`src/rtl/dungeon_pkg.sv`:
```
// Shared codes for the room/minigame dungeon: rooms, display owners, FSM states, button decode.
package dungeon_pkg;

  localparam int unsigned TICK_DIV_DEFAULT = 6250;

  typedef enum logic [2:0] {
    ROOM_CENTER = 3'd0,
    ROOM_LEFT   = 3'd1,
    ROOM_TOP    = 3'd2,
    ROOM_BOTTOM = 3'd3,
    ROOM_RIGHT  = 3'd4
  } room_e;

  typedef enum logic [2:0] {
    OWN_ROOM   = 3'd0,
    OWN_GAME_L = 3'd1,
    OWN_GAME_T = 3'd2,
    OWN_GAME_B = 3'd3,
    OWN_GAME_R = 3'd4,
    OWN_LOSE   = 3'd5,
    OWN_WIN    = 3'd6
  } owner_e;

  typedef enum logic [1:0] {
    ST_NAV  = 2'd0,
    ST_PLAY = 2'd1,
    ST_LOST = 2'd2,
    ST_WON  = 2'd3
  } state_e;

  typedef enum logic [2:0] {
    BTN_NONE = 3'd0,
    BTN_L    = 3'd1,
    BTN_U    = 3'd2,
    BTN_D    = 3'd3,
    BTN_R    = 3'd4,
    BTN_C    = 3'd5
  } btn_e;

  // Pending buttons arrive as {L,U,D,R,C}; L has highest priority.
  function automatic btn_e btn_winner(input logic [4:0] p);
    if (p[4])      return BTN_L;
    else if (p[3]) return BTN_U;
    else if (p[2]) return BTN_D;
    else if (p[1]) return BTN_R;
    else if (p[0]) return BTN_C;
    else           return BTN_NONE;
  endfunction

  // Bit position of a room inside the {left,top,bottom,right} game vectors.
  function automatic logic [1:0] room_bit(input room_e r);
    case (r)
      ROOM_LEFT:   return 2'd3;
      ROOM_TOP:    return 2'd2;
      ROOM_BOTTOM: return 2'd1;
      default:     return 2'd0;
    endcase
  endfunction

  // Button pointing back toward the centre from an outer room.
  function automatic btn_e back_btn(input room_e r);
    case (r)
      ROOM_LEFT:   return BTN_R;
      ROOM_TOP:    return BTN_D;
      ROOM_BOTTOM: return BTN_U;
      ROOM_RIGHT:  return BTN_L;
      default:     return BTN_NONE;
    endcase
  endfunction

  // Button pointing away from the centre, which launches that room's game.
  function automatic btn_e outward_btn(input room_e r);
    case (r)
      ROOM_LEFT:   return BTN_L;
      ROOM_TOP:    return BTN_U;
      ROOM_BOTTOM: return BTN_D;
      ROOM_RIGHT:  return BTN_R;
      default:     return BTN_NONE;
    endcase
  endfunction

  // Display owner code for the game hosted in a room.
  function automatic owner_e game_owner(input room_e r);
    case (r)
      ROOM_LEFT:   return OWN_GAME_L;
      ROOM_TOP:    return OWN_GAME_T;
      ROOM_BOTTOM: return OWN_GAME_B;
      ROOM_RIGHT:  return OWN_GAME_R;
      default:     return OWN_ROOM;
    endcase
  endfunction

endpackage

```
`src/rtl/tick_gen.sv`:
```
// Free-running divider producing a one-cycle navigation tick every TICK_DIV clocks.
module tick_gen
  import dungeon_pkg::*;
#(
  parameter int unsigned TICK_DIV = TICK_DIV_DEFAULT
) (
  input  logic clock,
  input  logic reset,
  output logic tick
);

  localparam int unsigned CW = (TICK_DIV > 1) ? $clog2(TICK_DIV) : 1;

  logic [CW-1:0] count;

  // Count 0..TICK_DIV-1; the registered tick rises on the wrap back to 0.
  always_ff @(posedge clock) begin
    if (reset) begin
      count <= '0;
      tick  <= 1'b0;
    end else if (count == CW'(TICK_DIV - 1)) begin
      count <= '0;
      tick  <= 1'b1;
    end else begin
      count <= count + CW'(1);
      tick  <= 1'b0;
    end
  end

endmodule

```
`src/rtl/room_game_scheduler.sv`:
```
// Dungeon navigator: moves between rooms on ticks, launches minigames and tracks win/lose.
module room_game_scheduler
  import dungeon_pkg::*;
#(
  parameter int unsigned TICK_DIV = TICK_DIV_DEFAULT
) (
  input  logic       clock,
  input  logic       reset,
  input  logic       enable,
  input  logic [4:0] btn_pulse,
  input  logic [3:0] game_done,
  input  logic [3:0] game_lose,
  output logic [3:0] game_start,
  output logic [2:0] room,
  output logic [2:0] owner,
  output logic [3:0] cleared
);

  logic       tick;
  logic [4:0] pending;
  btn_e       win;
  logic       act;
  logic [1:0] idx;
  state_e     state;
  room_e      room_q;
  owner_e     owner_q;
  logic [3:0] start_q;
  logic [3:0] cleared_q;

  tick_gen #(.TICK_DIV(TICK_DIV)) u_tick (
    .clock (clock),
    .reset (reset),
    .tick  (tick)
  );

  // Button latches collect pulses between ticks; the tick empties them unconditionally.
  always_ff @(posedge clock) begin
    if (reset || tick) pending <= '0;
    else               pending <= pending | btn_pulse;
  end

  assign win = btn_winner(pending);
  assign act = tick & enable;
  assign idx = room_bit(room_q);

  // Game FSM; every output is a register updated alongside the state.
  always_ff @(posedge clock) begin
    if (reset) begin
      state     <= ST_NAV;
      room_q    <= ROOM_CENTER;
      owner_q   <= OWN_ROOM;
      start_q   <= '0;
      cleared_q <= '0;
    end else begin
      case (state)
        ST_NAV: begin
          if (act) begin
            if (room_q == ROOM_CENTER) begin
              case (win)
                BTN_L: room_q <= ROOM_LEFT;
                BTN_U: room_q <= ROOM_TOP;
                BTN_D: room_q <= ROOM_BOTTOM;
                BTN_R: room_q <= ROOM_RIGHT;
                BTN_C: begin
                  if (&cleared_q) begin
                    state   <= ST_WON;
                    owner_q <= OWN_WIN;
                  end
                end
                default: ;
              endcase
            end else if (win == back_btn(room_q)) begin
              room_q <= ROOM_CENTER;
            end else if (win == outward_btn(room_q) && !cleared_q[idx]) begin
              state   <= ST_PLAY;
              owner_q <= game_owner(room_q);
              start_q <= 4'b0001 << idx;
            end
          end
        end
        ST_PLAY: begin
          // Only the active game's flags matter; losing beats finishing.
          if (game_lose[idx]) begin
            state   <= ST_LOST;
            owner_q <= OWN_LOSE;
            start_q <= '0;
          end else if (game_done[idx]) begin
            state          <= ST_NAV;
            owner_q        <= OWN_ROOM;
            start_q        <= '0;
            cleared_q[idx] <= 1'b1;
          end
        end
        ST_LOST, ST_WON: begin
          if (act && win == BTN_C) begin
            state     <= ST_NAV;
            room_q    <= ROOM_CENTER;
            owner_q   <= OWN_ROOM;
            cleared_q <= '0;
          end
        end
        default: state <= ST_NAV;
      endcase
    end
  end

  assign room       = room_q;
  assign owner      = owner_q;
  assign game_start = start_q;
  assign cleared    = cleared_q;

endmodule
```
`config.mk`:
```
export PLATFORM = sky130hd
export DESIGN_NAME = room_game_scheduler
export DESIGN_NICKNAME = d
export VERILOG_FILES = /design/src/rtl/dungeon_pkg.sv /design/src/rtl/tick_gen.sv /design/src/rtl/room_game_scheduler.sv
export SDC_FILE = /design/constraint.sdc
export NUM_CORES = 1
export LEC_CHECK = 0
export BUFFER_PORTS_ARGS = -buffer_cell sky130_fd_sc_hd__buf_2
export CAP_MARGIN = 30
export CORE_UTILIZATION = 30
export DETAILED_ROUTE_END_ITERATION = 8
export GPL_TIMING_DRIVEN = 0
export HOLD_SLACK_MARGIN = 0.06
export PLACE_DENSITY = 0.44
export SLEW_MARGIN = 20
export SYNTH_ARGS = -nofsm -noshare
export SYNTH_HDL_FRONTEND = slang
export SYNTH_SLANG_ARGS = --single-unit
```
`constraint.sdc`:
```
create_clock -name clock -period 4 [get_ports clock]
set_input_delay 0.6 -clock clock [delete_from_list [all_inputs] [get_ports clock]]
set_output_delay 0.6 -clock clock [all_outputs]
set_load 0.01 [all_outputs]
```
==> results of run 1 <==
==> tightest hold or removal path, cell delays in order (launching register included) <==
cell      delay (ns)
dfxtp_1         0.31
nand2b_1        0.06
o21ai_1         0.05
==> sequential cells by signal (all words and copies together), names as in the netlist <==
name / count
u_tick.tick: 1
state: 2
game_start: 4
owner: 3
pending: 5
u_tick.count: 13
room: 3
cleared: 4
==> report_power, final <==
part	switching (uW)	total, uW	internal (uW)
combinational	36.0	63.9	27.9
sequential	6.33	361	354
clock	133	268	135
total	175	693	518
==> worst paths after layout <==
path / start / to / slack [ns] / cells after the start
max: room[0] / owner[2] / 1.44 / 7
min: game_start[1] / game_start[1] / 0.47 / 2
max reg2reg: room[0] / owner[2] / 1.44 / 7
min reg2reg: game_start[1] / game_start[1] / 0.47 / 2
==> cell usage after synthesis (all sizes together) (2+ instances only) <==
library cell / instances / area share [%]
o21a: 5 / 2.0
inv: 7 / 1.4
nor4: 5 / 2.4
nor2b: 6 / 2.0
nor3: 10 / 2.6
a31oi: 3 / 1.3
nor2: 27 / 5.4
ha: 2 / 1.3
o22ai: 2 / 0.66
nand2b: 14 / 4.6
nand3b: 2 / 0.79
and3b: 2 / 0.92
o21bai: 3 / 1.4
buf: 7 / 2.2
nand2: 8 / 1.6
nor4b: 2 / 0.92
nand3: 15 / 3.9
xor2: 4 / 1.8
dfxtp: 35 / 37
or3: 2 / 0.66
and3: 2 / 0.66
mux2i: 3 / 1.6
a21oi: 18 / 4.7
o211a: 2 / 1.0
xnor2: 7 / 3.2
o21ai: 15 / 4.1
clkbuf: 6 / 1.2
==> cells by family after synthesis <==
logic type	count (synthesis)
xor gates and xnor gates	11
buffers and inverters	20
AOI/OAI and AO/OA	60
and+or+nand+nor	101
adders and majority gates	2
muxes	4
DFF	35
==> stage by stage <==
step / hold WS [ns] / setup slack, ns / utilization (%)
after floorplan: 0.4446 / 1.771 / -
after global placement: 0.4553 / 1.427 / 35.53
after detailed placement: 0.4552 / 1.449 / 35.53
after CTS: 0.4677 / 1.436 / 36.98
after global routing: 0.4898 / 1.342 / 36.98
final: 0.4655 / 1.439 / 36.98
==> cell type report <==
cell class,count,area share (%)
clock buffer,6,3.706
clock inverter,1,0.2246
sequential,35,31.44
inverter,7,1.179
tap,75,4.211
timing repair buffer,28,6.289
buffer,13,2.920
multi-input combinational,178,50.03
==> routing by layer <==
layer | global-route usage [%] | up-vias | routed length [um]
met4 | 5.263 | 0 | 8
met5 | 0 | - | 0
met1 | 24.87 | 796 | 2749
met3 | 4.000 | 2 | 252
li1 | - | 900 | -
met2 | 23.22 | 45 | 2096
==> cell usage in the layout, fill, tap and decap left out, types with 3 or more instances in the layout <==
cell type  Yosys  routed
dfxtp_1       35      35
buf_2          4      32
nor2_1        26      26
a21oi_1       18      18
nand3_1       15      15
nand2b_1      14      14
nor3_1        10      10
o21ai_0        9       9
nand2_1        8       8
inv_1          7       7
xnor2_1        7       7
clkbuf_1       6       6
nor2b_1        6       6
clkbuf_8       0       6
o21ai_1        5       5
o21a_1         5       5
nor4_1         4       4
xor2_1         4       4
mux2i_1        3       3
==> impl_metrics.env, run 1 <==
export IMPL_drt_iter0_drc=114
export IMPL_firstDrtPassIters=4
export IMPL_postPlaceCellArea_mm2=0.002141
export IMPL_period_needed_ns=2.561
export IMPL_critPathKind="register to register"
export IMPL_routed_wl_um=5106
export IMPL_rows=28
export IMPL_synth_compound_area_share_pct=20.60
export IMPL_synth_edf_count=0
export IMPL_maxSlewHeadroom_pct=60.96
export IMPL_crit_path_max_fanout=9
export IMPL_antenna_found_initial=0
export IMPL_via_per_inst=5.082
export IMPL_root_buffer="clkbuf_8"
export IMPL_critPathLaunchType="register"
export IMPL_die_area_mm2=0.006679
export IMPL_crit_path_max_incr_delay_ns=0.57
export IMPL_cts_sinks=35
export IMPL_start_util_pct=31.64
export IMPL_fp_dieW_um=81.73
export IMPL_clockBufferDepth=2
export IMPL_overflow=0
export IMPL_ys_seq_elements=35
export IMPL_worst_slew_pin_slew_ns=0.5813
export IMPL_outcome="completed"
export IMPL_synth_xor_area_share_pct=5.052
export IMPL_path_cells="buf_2, nor2_2, a311oi_1, or4_4, nor4_4, o21ai_2, mux2_4"
export IMPL_dp_hpwl_um=3651
export IMPL_die_y_um=81.73
export IMPL_synth_simple_gate_area_share_pct=29.13
export IMPL_finalHoldViolCount=0
export IMPL_dp_cells=336
export IMPL_grtUsageTotal_pct=16.72
export IMPL_syn_inst=233
export IMPL_fillers=670
export IMPL_peakVddDrop_mv=0.1114
export IMPL_final_area_mm2=0.002228
export IMPL_multi_input_area_mm2=0.001115
export IMPL_setup_tns_ns=0
export IMPL_final_layout_size_suffix_gt1_share_pct=18.28
export IMPL_setup_viol=0
export IMPL_hold_path_class="register to register"
export IMPL_vias=1743
export IMPL_critPathRequiredTime_ns=4.18
export IMPL_finalCritPeriodShare_pct=64.03
export IMPL_seq_area_um2=700.7
export IMPL_synthAdderAreaFrac_pct=1.312
export IMPL_cp_arrival_ns=2.74
export IMPL_syn_num_nets=251
export IMPL_slew_viol_final=0
export IMPL_end_kind="register"
export IMPL_synthArstFlopShare_pct=0
export IMPL_gp_congestion=0.7892
export IMPL_port_buffers=28
export IMPL_syn_avg_cell_area_um2=8.184
export IMPL_ctsResizeCount=0
export IMPL_post_cts_buffers=0
export IMPL_cts_buffers_inserted=5
export IMPL_clkLatencyLatePin_ns=0.29
export IMPL_syn2layout_area_growth_pct=16.86
export IMPL_fmax_mhz=390.5
export IMPL_ant_nets=0
export IMPL_synth_top_family_by_area="simple AND/OR/NAND/NOR gates"
export IMPL_critPathBufInv=1
export IMPL_rsz0062_at_grt="no"
export IMPL_cts_tree="built"
export IMPL_yosysUniqueCellTypes=55
export IMPL_ys_warnings_count=0
export IMPL_drc_errors=0
export IMPL_skew_ns=0.008351
export IMPL_yosys_most_used_dff="dfxtp_1"
export IMPL_muxShareOfSynthArea_pct=2.362
export IMPL_diodes=0
export IMPL_fin_cells=343
export IMPL_cts_hold_buf=0
export IMPL_coreArea_mm2=0.006026
export IMPL_wire_per_inst_um=14.89
export IMPL_grt_pass1_vias=1626
export IMPL_syn_cell_area_mm2=0.001907
export IMPL_cp_slowest_cell="or4_4"
export IMPL_p_leak_uw=0.0008582
export IMPL_grt_max_degree=11
export IMPL_power_density_mw_per_mm2=310.8
export IMPL_htreeDepth=2
export IMPL_nets=286
export IMPL_maxCapViolCount=0
export IMPL_grt_pass1_wl_um=8404
export IMPL_ioPinCount=30
export IMPL_total_power_uw=692.5
export IMPL_path_clk_slew_ns=0.08
export IMPL_seq_area_frac_synth_pct=36.75
export IMPL_crit_family="simple AND/OR/NAND/NOR gates"
No activity file was read; power rests on OpenSTA's default activity.
==> run 2: changes to the inputs <==
PLACE_DENSITY = 0.45   (was 0.44)
clock period = 2.2 ns   (was 4 ns; I/O delays follow)
==> run 2 against run 1 <==
  * Critical path depth grew 1
  * Clock power grew to 2.6 times the previous value
  * Worst setup slack lost 1.4 ns
  * Final area grew 6.6%
  * Wire length shrank 2.8%
  * Global-route usage shrank 0.47 points
  * Final cell count grew 1.5%
  * Sequential power grew 83%
  * Critical endpoint unchanged
==> impl_metrics.env, run 2 (synthesized netlist as in run 1, its figures left out) <==
export IMPL_grt_pass1_vias=1612
export IMPL_cp_slowest_cell="or3_4"
export IMPL_power_density_mw_per_mm2=621.3
export IMPL_ant_nets=0
export IMPL_root_buffer="clkbuf_8"
export IMPL_switching_share_pct=21.56
export IMPL_fmax_mhz=471.1
export IMPL_p_int_uw=1157
export IMPL_ioPinCount=30
export IMPL_rows=28
export IMPL_drt_iter0_drc=88
export IMPL_cp_arrival_ns=2.30
export IMPL_maxSlewHeadroom_pct=58.36
export IMPL_dp_cells=336
export IMPL_dp_hpwl_um=3584
export IMPL_timing_hold_ws_ns=0.2284
export IMPL_p_clk_share_pct=47.0
export IMPL_drc_errors=0
export IMPL_final_cell_mix="dfxtp_1, buf_2, nor2_1, a21oi_1, nand3_1"
export IMPL_vias=1788
export IMPL_rsz0062_at_grt="no"
export IMPL_die_y_um=81.73
export IMPL_htreeDepth=2
export IMPL_cts_tree="built"
export IMPL_reg_top3="u_tick.count x13, pending x5"
export IMPL_clkLatencyLatePin_ns=0.29
export IMPL_post_route_util_pct=39.41
export IMPL_critPathLaunchType="register"
export IMPL_path_cells="buf_2, or3_4, a21boi_0, o211a_1, nor4_4, buf_4, o21ai_2, mux2_4"
export IMPL_switchingPower_uw=318.2
export IMPL_diodes=0
export IMPL_grt_pass1_wl_um=8190
export IMPL_overflow=0
export IMPL_final_layout_size_suffix_gt1_share_pct=24.54
export IMPL_total_power_uw=1475
export IMPL_nets=290
export IMPL_multi_input_area_mm2=0.001159
export IMPL_top_register="u_tick.count"
export IMPL_crit_path_max_fanout=10
export IMPL_period_needed_ns=2.123
export IMPL_path_clk_slew_ns=0.08
export IMPL_final_common_cell="dfxtp_1"
export IMPL_seq_area_um2=705.7
export IMPL_setup_viol=0
export IMPL_via_per_inst=5.138
export IMPL_fin_cells=348
export IMPL_largest_reg_flops=13
export IMPL_antenna_found_initial=0
export IMPL_cts_buffers_inserted=5
export IMPL_port_buffers=28
export IMPL_coreArea_mm2=0.006026
export IMPL_critPathKind="register to register"
export IMPL_peakVddDrop_mv=0.2653
export IMPL_wire_per_inst_um=14.26
export IMPL_critPathRequiredTime_ns=2.38
export IMPL_firstDrtPassIters=4
export IMPL_cts_hold_buf=0
export IMPL_outcome="completed"
export IMPL_syn2layout_area_growth_pct=24.54
export IMPL_setup_tns_ns=0
export IMPL_p_seq_share_pct=44.8
export IMPL_grtUsageTotal_pct=16.25
export IMPL_crit_path_max_incr_delay_ns=0.43
export IMPL_end_kind="register"
export IMPL_gp_congestion=0.7573
export IMPL_die_area_mm2=0.006679
export IMPL_pwr_share_comb_pct=8.3
export IMPL_finalCritPeriodShare_pct=96.49
export IMPL_hold_path_class="input pin to register"
export IMPL_finalHoldViolCount=0
export IMPL_crit_family="compound AO/OA/AOI/OAI gates"
export IMPL_worst_slew_pin_slew_ns=0.6181
export IMPL_skew_ns=0.007909
export IMPL_fp_dieW_um=81.73
export IMPL_grt_max_degree=12
export IMPL_start_util_pct=31.64
export IMPL_fillers=663
export IMPL_clockBufferDepth=2
export IMPL_routed_wl_um=4963
export IMPL_slew_viol_final=0
export IMPL_maxCapViolCount=0
export IMPL_cts_sinks=35
export IMPL_p_leak_uw=0.0009239
export IMPL_critPathBufInv=2
## run 2: cell count changes in the layout (fill, tap and decap cells not counted), sizes merged
cell    before  now
clkbuf      12   10
bufinv       0    2
buf         35   41
clkinv       1    0
## run 2: worst register-to-register path: stages, from the launching register on
cell      delay (ns)
dfxtp_1         0.31
buf_2           0.17
or3_4           0.44
a21boi_0        0.17
o211a_1         0.23
nor4_4          0.06
buf_4           0.15
o21ai_2         0.17
mux2_4          0.31
## run 2: power by group through the flow
| stage | registers (uW) | logic (uW) | clock network, uW |
|---|---|---|---|
| floorplan | 668 | 84.6 | 0 |
| CTS | 659 | 119 | 716 |
| finish | 660 | 122 | 693 |
| global route | 663 | 135 | 744 |
| global placement | 670 | 118 | 0 |
| detailed placement | 671 | 116 | 0 |
## run 2: area by class of cell
cell class | count | area share (%)
multi-input combinational | 178 | 48.79
sequential | 35 | 29.72
timing repair buffer | 33 | 7.482
tap | 75 | 3.952
buffer | 12 | 3.372
clock buffer | 6 | 3.056
clock inverter | 2 | 2.529
inverter | 7 | 1.106
## run 2: per-layer routing
layer  wire length (um)  vias up  GRT usage, %
met1               2514      820         23.01
li1                   -      913             -
met3                269        6         4.222
met5                  0        -             0
met2               2113       49         23.97
met4                 65        0         4.737
## run 2: final timing paths
check / from / to / slack, ns / cells past startpoint
worst max register to register: room[2] / owner[2] / 0.08 / 8
worst min-delay path: btn_pulse[2] / pending[2] / 0.23 / 2
worst max-delay path: room[2] / owner[2] / 0.08 / 8
worst min register to register: game_start[1] / game_start[1] / 0.46 / 2
## run 2: through the flow
stage | setup WS [ns] | cell area [um^2]
after floorplan | 0.02237 | 1923
after global placement | -0.2325 | 2157
final | 0.07725 | 2375
after detailed placement | -0.2374 | 2157
after global routing | 0.003524 | 2375
after CTS | 0.01024 | 2312
## run 2: what timing repair did
| action | CTS | global route |
|---|---|---|
| resized for setup | 3 | 20 |
| buffers inserted | 3 | 2 |
| pin swaps | 1 | 3 |
| endpoints found under the setup margin | 9 | 11 |
